**src/rtl/upsample_8x_zero_stuff.sv**
```systemverilog
// Rate-restore front end: expands each accepted low-rate sample into a burst of
// G_RATE high-rate samples, either gain-compensated zero-stuffed or held.
module upsample_8x_zero_stuff #(
  parameter int G_DWIDTH     = 24,
  parameter int G_RATE       = 8,
  parameter int G_GAIN_SHIFT = 3
) (
  input  logic                clk,
  input  logic                reset,
  input  logic                enable,
  input  logic                hold_mode,
  input  logic [G_DWIDTH-1:0] din,
  input  logic                din_valid,
  output logic                din_ready,
  output logic [G_DWIDTH-1:0] dout,
  output logic                dout_valid,
  input  logic                dout_ready,
  output logic                dout_first
);

  // state  | meaning
  // S_IDLE | no burst in flight, din_ready follows enable
  // S_BUSY | emitting burst phases 0..G_RATE-1 on dout

  localparam int PW = (G_RATE > 1) ? $clog2(G_RATE) : 1;
  localparam int EW = G_DWIDTH + G_GAIN_SHIFT;
  localparam logic [PW-1:0]       LAST_PH = PW'(G_RATE - 1);
  localparam logic [G_DWIDTH-1:0] MAX_POS = {1'b0, {(G_DWIDTH-1){1'b1}}};
  localparam logic [G_DWIDTH-1:0] MAX_NEG = {1'b1, {(G_DWIDTH-1){1'b0}}};

  typedef enum logic {S_IDLE, S_BUSY} state_t;

  state_t              state_q, state_d;
  logic [PW-1:0]       phase_q, phase_d;
  logic [G_DWIDTH-1:0] samp_q, samp_d;
  logic [G_DWIDTH-1:0] dout_q, dout_d;
  logic                mode_q, mode_d;
  logic                first_q, first_d;

  logic [EW-1:0]       din_shl;
  logic [G_DWIDTH-1:0] din_sat;
  logic                last_ph;
  logic                load;
  logic                advance;

  // The extension is exactly as wide as the shift, so din_shl holds the exact
  // product; overflow shows up as the upper G_GAIN_SHIFT+1 bits disagreeing.
  always_comb begin
    din_shl = {{G_GAIN_SHIFT{din[G_DWIDTH-1]}}, din} << G_GAIN_SHIFT;
    if (din_shl[EW-1:G_DWIDTH-1] == {(G_GAIN_SHIFT+1){din_shl[EW-1]}})
      din_sat = din_shl[G_DWIDTH-1:0];
    else if (din_shl[EW-1])
      din_sat = MAX_NEG;
    else
      din_sat = MAX_POS;
  end

  assign last_ph   = (phase_q == LAST_PH);
  assign din_ready = enable && ((state_q == S_IDLE) || (last_ph && dout_ready));
  assign load      = din_valid && din_ready;
  assign advance   = (state_q == S_BUSY) && dout_ready;

  always_comb begin
    state_d = state_q;
    phase_d = phase_q;
    samp_d  = samp_q;
    mode_d  = mode_q;
    dout_d  = dout_q;
    first_d = first_q;
    if (!enable) begin
      state_d = S_IDLE;
      phase_d = '0;
      samp_d  = '0;
      mode_d  = 1'b0;
      dout_d  = '0;
      first_d = 1'b0;
    end else if (load) begin
      state_d = S_BUSY;
      phase_d = '0;
      samp_d  = din;
      mode_d  = hold_mode;
      dout_d  = hold_mode ? din : din_sat;
      first_d = 1'b1;
    end else if (advance) begin
      first_d = 1'b0;
      if (last_ph) begin
        state_d = S_IDLE;
        phase_d = '0;
        dout_d  = '0;
      end else begin
        phase_d = phase_q + 1'b1;
        dout_d  = mode_q ? samp_q : '0;
      end
    end
  end

  always_ff @(posedge clk or negedge reset) begin
    if (!reset) begin
      state_q <= S_IDLE;
      phase_q <= '0;
      samp_q  <= '0;
      mode_q  <= 1'b0;
      dout_q  <= '0;
      first_q <= 1'b0;
    end else begin
      state_q <= state_d;
      phase_q <= phase_d;
      samp_q  <= samp_d;
      mode_q  <= mode_d;
      dout_q  <= dout_d;
      first_q <= first_d;
    end
  end

  assign dout       = dout_q;
  assign dout_valid = (state_q == S_BUSY);
  assign dout_first = first_q;

endmodule
```
**config.mk**
```make
export PLATFORM = sky130hd
export DESIGN_NAME = upsample_8x_zero_stuff
export DESIGN_NICKNAME = d
export VERILOG_FILES = /design/src/rtl/upsample_8x_zero_stuff.sv
export SDC_FILE = /design/constraint.sdc
export NUM_CORES = 1
export LEC_CHECK = 0
export BUFFER_PORTS_ARGS = -buffer_cell sky130_fd_sc_hd__buf_2
export CAP_MARGIN = 20
export CORE_ASPECT_RATIO = 0.75
export CORE_UTILIZATION = 58
export CTS_CLUSTER_DIAMETER = 150
export DETAILED_ROUTE_END_ITERATION = 7
export PLACE_DENSITY = 0.87
export RECOVER_POWER = 25
export SLEW_MARGIN = 20
export SYNTH_ARGS = -nofsm -noshare
export SYNTH_HDL_FRONTEND = slang
export SYNTH_SLANG_ARGS = --single-unit
```
**constraint.sdc**
```tcl
create_clock -name clk -period 3 [get_ports clk]
set_clock_uncertainty 0.05 [all_clocks]
set_input_delay 0.15 -clock clk [delete_from_list [all_inputs] [get_ports clk]]
set_output_delay 0.15 -clock clk [all_outputs]
set_load 0.02 [all_outputs]
```
==> metrics.md <==
| Metric | Value |
|---|---|
| Setup Slack @ Placement | `788 ps` |
| Cell-internal power | `0.00112 W` |
| Sum Neg Setup Slack | `0 ps` |
| Max-cap violations | `1` |
| Hold/Removal Path Class | `in -> reg` |
| Share of layout cells above drive strength 1 | `0.249` |
| Row count | `20` |
| Vias | `2172` |
| Finished Cell Area | `2950 um2` |
| Syn Std Cell Area | `2650 um2` |
| Inserted Diodes | `0` |
| Arrival @ worst endpoint | `2250 ps` |
| Clk buf depth | `2` |
| Post-layout instance count excluding filler cells | `336` |
| Critical path's largest stage delay | `1550 ps` |
| Clock sinks | `54` |
| CP Capture Type | `async pin` |
| Antenna violations before repair | `0` |
| CP top delay family | `buffers and inverters` |
| DRC | `0` |
| Violated checks | `capacitance limit, slew limit` |
| Switch share | `0.293` |
| Mapped Nets | `264` |
| Worst IR drop on VDD | `0.000443 V` |
| DRT iter0 DRCs | `273` |
| Worst-path clk slew | `100 ps` |
| CP required | `2940 ps` |
| Synth top area cells | `dfrtp_1, a22oi_2, a22o_1, a21oi_2, o22ai_1` |
| Worst slew margin | `-0.454` |
| DP HPWL | `4330 um` |
| Clk root buf | `clkbuf_8` |
| PD cells | `537 nW/um2` |
| Slowest cell on crit path | `clkbuf_1` |
| Mapped Avg Cell Area | `11.4 um2` |
| Sequential-to-total area share from yosys stat | `0.510` |
| Slew of the pin with the lowest slew margin | `2180 ps` |
| Sequential share of power | `0.515` |
| GRT overflow | `0` |
| Sw Pwr | `0.000464 W` |
| WL/cell | `18.9 um` |
| Outcome | `complete, but fails checks` |
| Yosys reg bits | `54` |
| Worst-Skew Late Latency | `320 ps` |
| Cells after Synth | `232` |
| Final Worst Setup Slack | `695 ps` |
| TritonCTS clock tree | `done` |
| Met3 Usage GRT | `0.0571` |
| Met2 Track Usage GR | `0.463` |
| Leading area contributor after synthesis | `dfrtp_1` |
| Tmin final | `2300 ps` |
| H-tree depth | `2` |
| Area grow syn2layout | `11.5%` |
| Setup repair bufs after CTS | `0` |
| DP Area | `2870 um2` |
| Largest net degree at the start of global routing | `43` |
| Number of global-route vias before repair | `2053` |
| Setup crit start kind | `input port` |
| Met1 usage | `0.418` |
| Io pins | `57` |
| Top cell type's share of synthesized area | `0.510` |
| Routability cong. | `0.875` |
| Die area | `4840 um2` |
| Final hold vios | `0` |
| Max Freq | `434 MHz` |
| Die Span Y | `60.5 um` |
| Vias per cell | `6.46` |
| DRT Wirelength | `6360 um` |
| Layer with the highest usage | `met2` |
| Crit share post-route | `0.768` |
| IO buf count | `56` |
| P_leak | `1.32 nW` |
| CP max FO | `42` |
| TritonRoute pass-1 iters | `4` |
| Max Transition Viols Final | `43` |
| Critical-path cell list | `dlygate4sd3_1 > clkbuf_1` |
| Post-synthesis cell type count | `41` |
| Comb power frac | `0.174` |
| GRT Total Usage | `0.296` |
| Die width | `80.0 um` |
| First-pass GRT wire length | `10300 um` |
| Critical path class | `in -> async` |
| RSZ-0062 raised after global routing | `no` |
| Post-Place Cells | `327` |
| DRT antenna net count | `0` |
| Core area | `4200 um2` |
| Total power | `0.00159 W` |
| Setup Viol. Count Final | `0` |
| Synth warnings | `0` |
| WP buf/inv | `2` |
| Final #Nets | `312` |
| Initial core utilization | `0.630` |
| CTS Buf Count | `5` |
| Clock power share | `0.311` |
==> logic make-up after synthesis <==
kind of cell,after synthesis,share of synthesized area
adders and majority gates,2,0.00945
AOI/OAI and AO/OA,99,0.306
buffers and inverters,28,0.0718
and+or+nand+nor,49,0.103
DFF,54,0.510
==> power by group through the flow <==
stage	Sequential [W]	Clock, W	Combinational [W]
after floorplan	0.000869	0	0.000138
after global placement	0.000826	0	0.000275
after detailed placement	0.000830	0	0.000283
after CTS	0.000816	0.000493	0.000286
after global routing	0.000823	0.000523	0.000302
final	0.000817	0.000493	0.000276
==> state kept, by name (all words and copies together) (netlist names) <==
name / cells
mode_q: 1
phase_q: 3
dout: 24
samp_q: 24
dout_first: 1
dout_valid: 1
==> cell type report <==
class / instances / area (um2)
inverters: 8 / 30.0
repair buffers: 61 / 287
flip-flops and latches: 54 / 1350
clock inverters: 2 / 37.5
clock buffers: 6 / 72.6
multi-input cells: 150 / 1110
fillers: 331 / 1250
well taps: 55 / 68.8
==> routing by layer <==
layer,wire length [um],vias to the layer above
li1,-,976
met1,2790,1078
met2,2950,108
met3,537,10
met4,89,0
met5,0,-
==> final timing paths <==
check	from	end	slack (ps)	cells after the start
min	din[0]	samp_q[0]	10	3
max in group clk	phase_q[0]	dout[23]	720	6
min reg2reg	mode_q	mode_q	450	2
min in group asynchronous	reset	dout[21]	950	2
max	reset	phase_q[0]	700	2
max reg2reg	phase_q[0]	dout[23]	720	6
==> Yosys cell counts (all sizes together) <==
cell type / instances
a32oi: 4
buf: 17
nand3: 14
o2111a: 1
a221oi: 7
a21oi: 20
and3: 3
a21boi: 2
nand4: 1
nand2: 16
nor3: 2
clkbuf: 3
inv: 8
o22ai: 13
ha: 2
and2: 2
o21ba: 1
nor4: 1
a22oi: 13
nor2b: 1
a221o: 7
o21bai: 1
and4: 1
nand2b: 4
nor2: 4
a22o: 14
dfrtp: 54
o21ai: 15
a21bo: 1
==> per-stage QoR <==
step / hold slack [ps] / utilization
2_1_floorplan: -196 / -
3_3_place_gp: 290 / 0.682
3_5_place_dp: 284 / 0.682
4_1_cts: 11.0 / 0.710
5_1_grt: 15.0 / 0.702
6_report: 11.8 / 0.702
==> layout by cell type (no fill, tap or decap), drive strengths merged, types with 7 or more instances in the layout <==
| cell | Yosys | layout |
|---|---|---|
| dfrtp | 54 | 54 |
| a221oi | 7 | 7 |
| a22o | 14 | 14 |
| clkbuf | 3 | 33 |
| nand3 | 14 | 14 |
| buf | 17 | 33 |
| nand2 | 16 | 16 |
| o21ai | 15 | 15 |
| a21oi | 20 | 20 |
| o22ai | 13 | 13 |
| inv | 8 | 8 |
| a22oi | 13 | 13 |
| a221o | 7 | 7 |
==> timing repair <==
action | CTS | global route
gates resized for setup | 0 | 0
hold endpoints to repair | 40 | 0
hold buffers | 1 | 0
setup endpoints to repair | 0 | 0
Note: power is estimated with default switching activity, not from simulation.
